$ cat config.mk
export PLATFORM = sky130hd
export DESIGN_NAME = uart_rx_sampler
export DESIGN_NICKNAME = d
export VERILOG_FILES = /design/src/rtl/uart_pkg.sv /design/src/rtl/uart_tick_gen.sv /design/src/rtl/uart_rx_sampler.sv
export SDC_FILE = /design/constraint.sdc
export NUM_CORES = 1
export LEC_CHECK = 0
export BUFFER_PORTS_ARGS = -buffer_cell sky130_fd_sc_hd__buf_2
export CAP_MARGIN = 0
export CORE_MARGIN = 5
export CORE_UTILIZATION = 60
export DETAILED_ROUTE_END_ITERATION = 8
export MAX_ROUTING_LAYER = met4
export PLACE_DENSITY = 0.78
export SKIP_CTS_REPAIR_TIMING = 1
export SLEW_MARGIN = 10
export SYNTH_ARGS = -nofsm -noshare
export SYNTH_HDL_FRONTEND = slang
export SYNTH_SLANG_ARGS = --single-unit
export TNS_END_PERCENT = 1
$ cat constraint.sdc
create_clock -name clk -period 5.45 [get_ports clk]
set_input_delay 1.635 -clock clk [delete_from_list [all_inputs] [get_ports clk]]
set_output_delay 1.635 -clock clk [all_outputs]
set_load 0.01 [all_outputs]
$ cat src/rtl/uart_pkg.sv
// Shared constants for the UART receive path: frame geometry, sample points and FSM state codes.
package uart_pkg;

  localparam int OVERSAMPLE = 16;
  localparam int DATA_W     = 8;

  localparam logic [3:0] SAMPLE_A = 4'd7;
  localparam logic [3:0] SAMPLE_B = 4'd8;
  localparam logic [3:0] SAMPLE_C = 4'd9;

  typedef logic [2:0] state_t;

  localparam state_t ST_IDLE   = 3'd0;
  localparam state_t ST_START  = 3'd1;
  localparam state_t ST_DATA   = 3'd2;
  localparam state_t ST_PARITY = 3'd3;
  localparam state_t ST_STOP   = 3'd4;

  function automatic logic majority3(input logic a, input logic b, input logic c);
    return (a & b) | (a & c) | (b & c);
  endfunction

endpackage

$ cat src/rtl/uart_tick_gen.sv
// Sample-tick divider: one tick every max(divisor,1) clocks; a new divisor takes effect at the next wrap.
module uart_tick_gen (
  input  logic        clk,
  input  logic        rst_n,
  input  logic        clear,
  input  logic [15:0] divisor,
  output logic        tick
);

  logic [15:0] cnt_reg;
  logic [15:0] cnt_next;
  logic [15:0] div_reg;
  logic [15:0] div_next;
  logic [15:0] terminal;

  // 0 and 1 both collapse to a terminal count of 0, i.e. a tick every cycle
  assign terminal = (div_reg <= 16'd1) ? 16'd0 : div_reg - 16'd1;
  assign tick     = (cnt_reg == terminal);

  always_comb begin
    cnt_next = cnt_reg + 16'd1;
    div_next = div_reg;
    if (clear) begin
      cnt_next = 16'd0;
    end else if (tick) begin
      cnt_next = 16'd0;
      div_next = divisor;
    end
  end

  always_ff @(posedge clk or negedge rst_n) begin
    if (!rst_n) begin
      cnt_reg <= 16'd0;
      div_reg <= 16'd0;
    end else begin
      cnt_reg <= cnt_next;
      div_reg <= div_next;
    end
  end

endmodule

$ cat src/rtl/uart_rx_sampler.sv
// Oversampling UART receiver with 2-of-3 majority bit decisions.
// Define UART_RX_PARITY_EN to add an even-parity bit between the data bits and the stop bit.
module uart_rx_sampler
  import uart_pkg::*;
#(
  parameter int OVERSAMPLE  = uart_pkg::OVERSAMPLE,
  parameter int SYNC_STAGES = 2
) (
  input  logic              clk,
  input  logic              rst_n,
  input  logic [15:0]       divisor,
  input  logic              serial_in,
  output logic [DATA_W-1:0] rx_data,
  output logic              rx_valid,
  output logic              frame_err,
  output logic              parity_err,
  output logic              rx_busy
);

  localparam logic [3:0] SAMPLE_LAST = 4'(OVERSAMPLE - 1);

  logic [SYNC_STAGES-1:0] sync_reg;
  logic [SYNC_STAGES:0]   sync_d;
  logic                   line;
  logic                   line_prev_reg;

  assign sync_d[0] = serial_in;
  for (genvar gi = 0; gi < SYNC_STAGES; gi++) begin : g_sync
    assign sync_d[gi+1] = sync_reg[gi];
  end
  assign line = sync_reg[SYNC_STAGES-1];

  always_ff @(posedge clk or negedge rst_n) begin
    if (!rst_n) begin
      sync_reg      <= '1;
      line_prev_reg <= 1'b1;
    end else begin
      sync_reg      <= sync_d[SYNC_STAGES-1:0];
      line_prev_reg <= line;
    end
  end

  logic tick;
  logic tick_clear;

  uart_tick_gen u_tick_gen (
    .clk     (clk),
    .rst_n   (rst_n),
    .clear   (tick_clear),
    .divisor (divisor),
    .tick    (tick)
  );

  state_t            state_reg, state_next;
  logic [3:0]        sample_cnt_reg, sample_cnt_next;
  logic [2:0]        bit_cnt_reg, bit_cnt_next;
  logic [DATA_W-1:0] shift_reg, shift_next;
  logic              s7_reg, s7_next;
  logic              s8_reg, s8_next;
  logic [DATA_W-1:0] rx_data_reg, rx_data_next;
  logic              rx_valid_reg, rx_valid_next;
  logic              frame_err_reg, frame_err_next;
  logic              parity_err_reg, parity_err_next;
  logic              maj;

`ifdef UART_RX_PARITY_EN
  logic              par_bad_reg, par_bad_next;
  localparam state_t AFTER_DATA = ST_PARITY;
`else
  localparam state_t AFTER_DATA = ST_STOP;
`endif

  // the third vote is the live line at count 9, so the decision lands on that tick
  assign maj = majority3(s7_reg, s8_reg, line);

  always_comb begin
    state_next      = state_reg;
    sample_cnt_next = sample_cnt_reg;
    bit_cnt_next    = bit_cnt_reg;
    shift_next      = shift_reg;
    s7_next         = s7_reg;
    s8_next         = s8_reg;
    rx_data_next    = rx_data_reg;
    rx_valid_next   = 1'b0;
    frame_err_next  = 1'b0;
    parity_err_next = 1'b0;
    tick_clear      = 1'b0;
`ifdef UART_RX_PARITY_EN
    par_bad_next    = par_bad_reg;
`endif
    if (state_reg == ST_IDLE) begin
      if (line_prev_reg && !line) begin
        tick_clear      = 1'b1;
        sample_cnt_next = 4'd0;
        state_next      = ST_START;
      end
    end else if (tick) begin
      sample_cnt_next = sample_cnt_reg + 4'd1;
      if (sample_cnt_reg == SAMPLE_A) s7_next = line;
      if (sample_cnt_reg == SAMPLE_B) s8_next = line;
      case (state_reg)
        ST_START: begin
          if (sample_cnt_reg == SAMPLE_C && maj) begin
            state_next = ST_IDLE;
          end else if (sample_cnt_reg == SAMPLE_LAST) begin
            state_next   = ST_DATA;
            bit_cnt_next = 3'd0;
          end
        end
        ST_DATA: begin
          if (sample_cnt_reg == SAMPLE_C) shift_next = {maj, shift_reg[DATA_W-1:1]};
          if (sample_cnt_reg == SAMPLE_LAST) begin
            bit_cnt_next = bit_cnt_reg + 3'd1;
            if (bit_cnt_reg == 3'd7) state_next = AFTER_DATA;
          end
        end
`ifdef UART_RX_PARITY_EN
        ST_PARITY: begin
          if (sample_cnt_reg == SAMPLE_C) par_bad_next = maj ^ (^shift_reg);
          if (sample_cnt_reg == SAMPLE_LAST) state_next = ST_STOP;
        end
`endif
        ST_STOP: begin
          if (sample_cnt_reg == SAMPLE_C) begin
            rx_data_next   = shift_reg;
            rx_valid_next  = maj;
            frame_err_next = !maj;
`ifdef UART_RX_PARITY_EN
            parity_err_next = maj & par_bad_reg;
`endif
            state_next     = ST_IDLE;
          end
        end
        default: state_next = ST_IDLE;
      endcase
    end
  end

  always_ff @(posedge clk or negedge rst_n) begin
    if (!rst_n) begin
      state_reg      <= ST_IDLE;
      sample_cnt_reg <= 4'd0;
      bit_cnt_reg    <= 3'd0;
      shift_reg      <= '0;
      s7_reg         <= 1'b1;
      s8_reg         <= 1'b1;
      rx_data_reg    <= '0;
      rx_valid_reg   <= 1'b0;
      frame_err_reg  <= 1'b0;
      parity_err_reg <= 1'b0;
    end else begin
      state_reg      <= state_next;
      sample_cnt_reg <= sample_cnt_next;
      bit_cnt_reg    <= bit_cnt_next;
      shift_reg      <= shift_next;
      s7_reg         <= s7_next;
      s8_reg         <= s8_next;
      rx_data_reg    <= rx_data_next;
      rx_valid_reg   <= rx_valid_next;
      frame_err_reg  <= frame_err_next;
      parity_err_reg <= parity_err_next;
    end
  end

`ifdef UART_RX_PARITY_EN
  always_ff @(posedge clk or negedge rst_n) begin
    if (!rst_n) par_bad_reg <= 1'b0;
    else        par_bad_reg <= par_bad_next;
  end
`endif

  assign rx_data    = rx_data_reg;
  assign rx_valid   = rx_valid_reg;
  assign frame_err  = frame_err_reg;
  assign parity_err = parity_err_reg;
  assign rx_busy    = (state_reg != ST_IDLE);

endmodule

== After elaboration in Yosys (flattened, before gate mapping) ==
Cells that the tools add are included.
Cells by class
  add/sub/neg operators: 4
  multiply operators: 0
  div/mod/pow operators: 0
  order comparisons: 1
  equal/unequal tests: 17
  shift-type cells: 0
  multiplexer cells: 29
  bitwise gates (word level): 7
  reduce and logical (&&, ||, !) cells: 16
Operator list (count)
  16-bit 2-to-1 mux: 3
  3-bit 2-to-1 mux: 11
  16-bit by 1-bit adder with 16-bit output (second input constant): 1
  16-bit == test: 1
  16-bit by 1-bit <= comparator with 1-bit output (second input constant): 1
  16-bit by 1-bit subtractor with 16-bit output (second input constant): 1
  4-bit == test (second input constant): 3
  4-bit 2-to-1 mux: 3
  6-bit AND reduction: 2
  1-bit 2-to-1 mux: 10
  3-bit inequality test (second input constant): 3
  3-bit case mux with 3 select lines: 1
  4-bit AND reduction: 2
  3-bit == test (second input constant): 2
  2-bit inequality test (second input constant): 3
  3-bit case mux with 2 select lines: 1
  3-bit AND reduction: 2
  4-bit by 1-bit adder with 4-bit output (second input constant): 1
  4-bit by 3-bit == test with 1-bit output (second input constant): 1
  4-bit inequality test (second input constant): 1
  2-bit AND reduction: 2
  2-bit nonzero test: 2
  3-bit by 1-bit adder with 3-bit output (second input constant): 1
  1-bit AND: 3
  other kinds (9): 13
Word-level totals
  bits in registers: 65
  latch bits: 0
  memory bits (writable): 0
  bits in read-only memories: 0
  bits of input ports: 19
  output and inout port bits: 12
  logic and storage cells: 87
  memories kept: 0

== Longest topological paths before layout ==
Gate-level depths: netlist of the first run.
  depth in word-level cells: 8
  mapped depth: 13
  gate-level depth less buffers: 10

== By module ==
Synthesis of the first run repeated with hierarchy kept, for this count alone.
Second synthesis, totals
  cells, all modules: 326
  area, all modules: 3568.4 um2
By module, submodules not included
  uart_tick_gen: times used 1, cells an instance 213, area an instance 2093.3 um2, sequential area each 800.8 um2
  uart_rx_sampler: times used 1, cells an instance 113, area an instance 1475.2 um2, sequential area each 832.0 um2

== Worst setup path after synthesis of the first run ==
Ideal clock, no wire load.
  path kind: reg-to-reg
  start point: register u_tick_gen.div_reg[0]
  end point: register u_tick_gen.div_reg[0]
  library setup time: 0.125 ns
  arrival time: 3.684 ns
  data required time: 5.325 ns
  setup slack: 1.641 ns
  stages on the path, launching flop included: 12
  buffers on the path: 2
  period minus slack after synthesis: 3.809 ns
  cells stage by stage: dfrtp_1 inv_1 ha_1 or4b_2 clkbuf_1 or4_1 o211a_1 or4_4 nor3_4 nand3_4 buf_6 mux2_2
On the way
  word-level cells in the longest chain between the ends: 4
  elaborated cells between the ends (all ways): 5
  those cells by class: 1 x add/sub; 1 x order compare; 1 x eq/ne; 1 x mux; 1 x reduce/logical
RTL lines
  start, declared: RTL line uart_tick_gen.sv:12  | logic [15:0] div_reg;
  start signal, assigned: RTL line uart_tick_gen.sv:37  | div_reg <= div_next;
  16-bit by 1-bit subtractor with 16-bit output / 16-bit by 1-bit <= comparator with 1-bit output (equally long branches): RTL line uart_tick_gen.sv:17  | assign terminal = (div_reg <= 16'd1) ? 16'd0 : div_reg - 16'd1;
  16-bit 2-to-1 mux *: RTL line uart_tick_gen.sv:17
  16-bit == test *: RTL line uart_tick_gen.sv:18  | assign tick = (cnt_reg == terminal);
  2-bit AND reduction (no source line) *
Mark *: on every way between the ends. The rest lies on a longest branch, timed or not.
A chain may end at the register's enable or synchronous reset.

== Final worst setup path of the first run ==
  start point: register u_tick_gen.div_reg[0]
  end point: register rx_data_reg[7] (netlist: rx_data[7])
On the way
  word-level cells in the longest chain between the ends: 4
  elaborated cells between the ends (all ways): 5
  those cells by class: 1 x add/sub; 1 x order compare; 1 x eq/ne; 1 x mux; 1 x reduce/logical
RTL lines
  16-bit by 1-bit subtractor with 16-bit output / 16-bit by 1-bit <= comparator with 1-bit output (equally long branches): RTL line uart_tick_gen.sv:17
  16-bit 2-to-1 mux *: RTL line uart_tick_gen.sv:17
  16-bit == test *: RTL line uart_tick_gen.sv:18
  4-bit AND reduction (no source line) *
  end signal, assigned: RTL line uart_rx_sampler.sv:158  | rx_data_reg <= rx_data_next;
  end, declared: RTL line uart_rx_sampler.sv:60  | logic [DATA_W-1:0] rx_data_reg, rx_data_next;
Marked as above.

==> results of run 1 <==
## worst max-delay path: stages (launching register included)
cell and delay [ns]:
dfrtp_1 0.47, inv_1 0.09, ha_1 0.21, or4b_2 0.73, or4_1 0.57, o211a_1 0.26, or4_4 0.55, nor3_4 0.43
nand3_2 0.31, mux2_2 0.37
## worst min-delay path by stage
stage	to	slack [ns]	cells after the start
after floorplan	sync_reg[1]	0.35	0
after global placement	sync_reg[1]	0.35	0
after detailed placement	sync_reg[1]	0.35	0
after CTS	sync_reg[1]	0.36	0
after global routing	sync_reg[1]	0.38	0
final	sync_reg[1]	0.36	0
## placed cells by master (no fill, tap or decap), types with 14 or more instances in the layout
cell type and n:
dfrtp_1 60, mux2_2 39, nor2_1 30, buf_2 29, nor3_1 26, nand2_1 17, xor2_1 15, xnor2_1 14
nand3_1 14
## final cells by class
type	instances	area (um2)
sequential	65	1630
fill	462	1900
multi-input combinational	258	1900
inverter	9	33.8
timing repair buffer	30	153
tap	75	93.8
clock buffer	9	124
clock inverter	7	77.6
## through the flow
step / util, % / setup WS, ns
6_report: 67.9 / 1.33
5_1_grt: 67.9 / 1.02
4_1_cts: 67.9 / 1.33
3_5_place_dp: 64.5 / 1.34
3_3_place_gp: 64.5 / 1.40
2_1_floorplan: - / 1.64
## synthesized netlist by cell type (3+ instances only)
library cell	instances	share of area [%]
nor3_1	26	3.6
buf_2	3	0.41
a211oi_1	3	0.62
nand2_1	17	1.7
inv_1	9	0.93
nand3_1	14	1.9
mux2_2	39	12
mux2i_1	8	2.2
nand3b_1	3	0.62
dfstp_2	5	3.6
o21a_1	4	0.82
or4_1	7	1.4
nand4_1	5	0.86
xor2_1	15	3.6
clkbuf_1	10	1.0
nor2_1	30	3.1
nor4_1	4	0.69
nand2b_1	5	0.86
nor3b_1	4	0.82
ha_1	8	2.7
and3_1	5	0.86
xnor2_1	14	3.4
dfrtp_1	60	41
o21ai_0	4	0.55
or3_1	7	1.2
## kinds of logic after synthesis
| family | synth area share [%] |
|---|---|
| adder cells (fa/ha/maj) | 3.02 |
| flip-flops | 44.7 |
| buffers and inverters | 3.09 |
| multiplexers | 14.2 |
| AO/OA/AOI/OAI | 6.24 |
| AND/OR/NAND/NOR | 21.6 |
| other | 0.103 |
| XOR/XNOR | 6.96 |
## power by group through the flow
stage	clock [mW]	combinational (mW)	sequential (mW)
2_1_floorplan	0	0.137	0.555
3_3_place_gp	0	0.151	0.583
3_5_place_dp	0	0.159	0.585
4_1_cts	0.420	0.160	0.577
5_1_grt	0.447	0.180	0.585
6_report	0.413	0.158	0.578
## routing by layer
metal	vias to the layer above	global-route usage [%]
met5	-	-
met4	0	9.34
met3	12	4.89
met2	72	30.1
met1	1317	31.3
li1	1306	-
==> metrics.md, run 1 <==
| Metric | Value |
|---|---|
| Static Leak | 1.83 nW |
| Non-filler cells, final | 453 |
| Area added between synthesis and finish | 10.1% |
| Warnings from Yosys | 0 |
| HP Class | flip-flop to flip-flop |
| WHS | 0.360 ns |
| Share of total power in combinational logic | 13.8% |
| Post-DP Area | 3820 um2 |
| Hold Fails Final Rpt | 0 |
| Initial antenna violation count | 0 |
| RSZ-0062 raised after global routing | no |
| CTS root buffer | clkbuf_8 |
| DR WL/cell | 16.1 um |
| Total GRT Usage | 22.0% |
| Clock-pin transition on the worst setup and hold timing paths | 0.08 ns |
| Power share of the sequential group | 50.3% |
| FF-to-FF path depth | 9 |
| Setup crit end | rx_data[7] |
| Total Die Area | 7740 um2 |
| Max-cap violations | 0 |
| Slew Limit Fails | 0 |
| Int Power | 0.809 mW |
| Reg2reg start | u_tick_gen.div_reg[0] |
| ANT nets after route | 0 |
| Max Clk Rate | 243 MHz |
| Power per cell area | 286 nW/um2 |
| Worst R2R Setup Slack | 1.33 ns |
| Clock buffer depth | 2 |
| Minimum clock period | 4.12 ns |
| H-Tree Depth | 3 |
| Total power | 1.15 mW |
| HP Start | sync_reg[0] |
| Grt ovf | 0 |
| Max transition margin | 22.6% |
| Period utilisation layout | 75.5% |
| Final setup violation count | 0 |
| Clk sinks | 65 |
| Std cell rows | 28 |
| Vias per inst | 5.98 |
| Setup crit end kind | flip-flop |
| Outcome | complete, no violations |
| Net Sw Frac | 29.7% |
| N_diodes | 0 |
| Async SR Flop Fraction | 100% |
| Worst Path Arrival | 4.34 ns |
| Crit Reg-Reg Endpoint | rx_data[7] |
| CTS buffer count | 9 |
| Die X | 88.0 um |
| Die Span Y | 88.0 um |
| Core area | 5920 um2 |
| WL final | 7280 um |
| Max VDD drop | 0.000260 V |
| Uppermost layer routed | met4 |
| CP required | 5.68 ns |
| Drc violations | 0 |
| WL met1 | 3410 um |
| Initial DRT Pass Iterations | 4 |
| Setup tns final | 0 ns |
| Skew final | 0.0116 ns |
| Sw power | 0.341 mW |
| First-pass GRT wire length | 12700 um |
| DP Cell Count | 437 |
| Worst-Margin Slew | 1.16 ns |
| Vias | 2707 |
| CTS tree | built |
| Yosys reg bits | 65 |
| Synth unique cells | 58 |
| Final Cell Area | 4020 um2 |
| Crit path from | u_tick_gen.div_reg[0] |
| Largest net degree at the start of global routing | 44 |
| Synth Instances | 349 |
| Clk pwr share | 35.9% |
| Worst-Skew Late Latency | 0.35 ns |
| Port bufs | 29 |
| Effective utilization at floorplan | 61.6% |
| DP HPWL | 5370 um |
| Syn Area/Cell | 10.5 um2 |
| Number of nets in the layout | 400 |
| Crit start category | flip-flop |
| WL met3 | 365 um |
| Seq/Total Area, Yosys | 44.7% |
| DR WL met2 | 3370 um |
| EDFF count, synth | 0 |
| Synth Cell Area | 3650 um2 |
| DR iter-0 viols | 131 |
| Vias in the first global route | 2553 |
| Ys flop type | dfrtp_1 |
| Critical path class | flip-flop to flip-flop |
| # IOs | 31 |
| Layout cells sized above 1 | 26.2% |
| Crit Path Max Fanout | 9 |
| Syn_nets | 376 |
| RePlAce Congestion | 0.923 |
Note: power is estimated with default switching activity, not from simulation.
==> run 2: changes to the inputs <==
clock period = 4.1 ns   (was 5.45 ns; I/O delays follow)
==> run 2 against run 1 <==
Against the previous run: clock power grew 38%; critical path depth unchanged; largest power group unchanged; maximum frequency increased by 8.0%; non-clock buffer count up 12; highest routed layer unchanged.
==> metrics.md, run 2 (synthesis gave the netlist of run 1 again) <==
| Metric | Value |
|---|---|
| Period utilisation layout | 93.0% (was 75.5%) |
| Initial DRT Pass Iterations | 4 (unchanged) |
| Crit Path Max Fanout | 8 (was 9) |
| Largest net degree at the start of global routing | 34 (was 44) |
| FF-to-FF path depth | 9 (unchanged) |
| DP HPWL | 5540 um (was 5370 um) |
| Port bufs | 29 (unchanged) |
| Total Die Area | 7740 um2 (unchanged) |
| RePlAce Congestion | 0.929 (was 0.923) |
| Core area | 5920 um2 (unchanged) |
| Crit-path slowest cell | or4_1 (was or4b_2) |
| CTS buffer count | 9 (unchanged) |
| CP required | 4.34 ns (was 5.68 ns) |
| Max Clk Rate | 262 MHz (was 243 MHz) |
| Outcome | complete, no violations (unchanged) |
| Setup crit end kind | flip-flop (unchanged) |
| Critical path class | flip-flop to flip-flop (unchanged) |
| Vias in the first global route | 2681 (was 2553) |
| Share of total power in combinational logic | 13.8% (about the same) |
| Std cell rows | 28 (unchanged) |
| Skew final | 0.0122 ns (was 0.0116 ns) |
| Slew Limit Fails | 0 (unchanged) |
| Power share of the sequential group | 49.4% (was 50.3%) |
| Drc violations | 0 (unchanged) |
| Worst-Margin Slew | 0.602 ns (was 1.16 ns) |
| Initial antenna violation count | 0 (unchanged) |
| # IOs | 31 (unchanged) |
| Sw power | 0.468 mW (was 0.341 mW) |
| Total GRT Usage | 22.9% (was 22.0%) |
| Reg area | 1630 um2 (unchanged) |
| Grt ovf | 0 (unchanged) |
| Number of nets in the layout | 412 (was 400) |
| Final setup violation count | 0 (unchanged) |
| Crit path largest cell delay | 0.54 ns (was 0.73 ns) |
| Setup crit end | rx_data[6] (was rx_data[7]) |
| Setup tns final | 0 ns (unchanged) |
| Top delay family on crit path | simple AND/OR/NAND/NOR gates (unchanged) |
| Crit start category | flip-flop (unchanged) |
| Net Sw Frac | 30.1% (was 29.7%) |
| Max VDD drop | 0.000258 V (was 0.000260 V) |
| Int Power | 1.09 mW (was 0.809 mW) |
| Commonest non-fill, non-tap cell in the layout | dfrtp_1 (unchanged) |
| Crit. path cell count | 9 (unchanged) |
| Worst Path Arrival | 4.05 ns (was 4.34 ns) |
| Clk pwr share | 36.8% (was 35.9%) |
| Static Leak | 1.90 nW (was 1.83 nW) |
| Area added between synthesis and finish | 13.2% (was 10.1%) |
| Post-DP Area | 3890 um2 (was 3820 um2) |
| Crit path from | u_tick_gen.div_reg[3] (was u_tick_gen.div_reg[0]) |
| ANT nets after route | 0 (unchanged) |
| Worst R2R Setup Slack | 0.29 ns (was 1.33 ns) |
| Layout cells sized above 1 | 28.5% (was 26.2%) |
| Power per cell area | 376 nW/um2 (was 286 nW/um2) |
| Die X | 88.0 um (unchanged) |
| CP Cell Sequence | or4_1 > or4_1 > or3_1 > mux2_2 > or4_4 > nor3_4 > buf_12 > nand3_2 > mux2_2 (was inv_1 > ha_1 > or4b_2 > or4_1 > o211a_1 > or4_4 > nor3_4 > nand3_2 > mux2_2) |
| First-pass GRT wire length | 13100 um (was 12700 um) |
| WP buf/inv | 1 (unchanged) |
| Clk sinks | 65 (unchanged) |
| N_diodes | 0 (unchanged) |
| Hold Fails Final Rpt | 0 (unchanged) |
| Filler instances | 459 (was 462) |
| Most frequent cells in the layout | dfrtp_1 (60), mux2_2 (39), nor2_1 (30) (unchanged) |
| CTS root buffer | clkbuf_8 (unchanged) |
| Max transition margin | 59.3% (was 22.6%) |
| DR iter-0 viols | 124 (was 131) |
| Vias | 2737 (was 2707) |
| RSZ-0062 raised after global routing | no (unchanged) |
| DR WL/cell | 16.3 um (was 16.1 um) |
| Crit Reg-Reg Endpoint | rx_data[6] (was rx_data[7]) |
| Worst-Skew Late Latency | 0.36 ns (was 0.35 ns) |
| Clock buffer depth | 2 (unchanged) |
| CTS tree | built (unchanged) |
| Clock-pin transition on the worst setup and hold timing paths | 0.08 ns (about the same) |
| Max-cap violations | 0 (unchanged) |
| Die Span Y | 88.0 um (unchanged) |
| HP Class | flip-flop to flip-flop (unchanged) |
| Effective utilization at floorplan | 61.6% (unchanged) |
| Multi-input gate area | 1900 um2 (unchanged) |
| Reg2reg start | u_tick_gen.div_reg[3] (was u_tick_gen.div_reg[0]) |
| Final Cell Area | 4130 um2 (was 4020 um2) |
| Minimum clock period | 3.81 ns (was 4.12 ns) |
| Vias per inst | 5.89 (was 5.98) |
| H-Tree Depth | 3 (unchanged) |
| WL final | 7560 um (was 7280 um) |
-- run 2: cell types whose count changed in the layout (fill, tap and decap cells not counted) --
cell,delta
clkinvlp_4,-1
clkinv_4,+1
inv_6,-1
buf_12,+1
clkinv_2,-1
inv_8,+2
buf_4,+11
-- run 2: how the worst min path moves through the flow --
stage                     depth (start not counted)   startpoint           to
after floorplan                                   0  sync_reg[0]  sync_reg[1]
after global placement                            0  sync_reg[0]  sync_reg[1]
after detailed placement                          0  sync_reg[0]  sync_reg[1]
after CTS                                         0  sync_reg[0]  sync_reg[1]
after global routing                              0  sync_reg[0]  sync_reg[1]
final                                             0  sync_reg[0]  sync_reg[1]
-- run 2: power groups by stage --
stage | logic, mW | clock network (mW) | registers (mW)
floorplan | 0.182 | 0 | 0.738
global placement | 0.207 | 0 | 0.773
detailed placement | 0.217 | 0 | 0.779
CTS | 0.217 | 0.586 | 0.768
global route | 0.246 | 0.625 | 0.778
finish | 0.215 | 0.572 | 0.768
-- run 2: worst reg2reg max path: stages, from the launching register on --
cell and delay [ns]:
dfrtp_1 0.44, or4_1 0.54, or4_1 0.46, or3_1 0.50, mux2_2 0.31, or4_4 0.53
nor3_4 0.17, buf_12 0.15, nand3_2 0.21, mux2_2 0.36
-- run 2: final cells by class --
class	instances	area share (%)
Multi-Input combinational cell	258	46.1
Sequential cell	65	39.5
Timing Repair Buffer	42	6.18
Clock buffer	9	3.00
Tap cell	75	2.27
Clock inverter	7	2.12
Inverter	9	0.818
-- run 2: routing by layer --
| metal | track usage (%) | vias up | part of all wire [%] |
|---|---|---|---|
| li1 | - | 1328 | - |
| met1 | 31.8 | 1334 | 46 |
| met2 | 32.2 | 58 | 47 |
| met3 | 5.46 | 17 | 4.3 |
| met4 | 9.21 | 0 | 2.2 |
| met5 | - | - | 0 |
-- run 2: per-stage QoR --
step	util, %	std cells	power (mW)	setup WS, ns	hold WS (ns)
3_5_place_dp	65.7	447	0.996	0.0982	0.359
3_3_place_gp	65.7	447	0.980	0.209	0.346
2_1_floorplan	-	349	0.919	0.291	0.345
6_report	69.8	465	1.55	0.289	0.375
4_1_cts	69.3	463	1.57	0.0745	0.378
5_1_grt	69.8	465	1.65	0.172	0.384
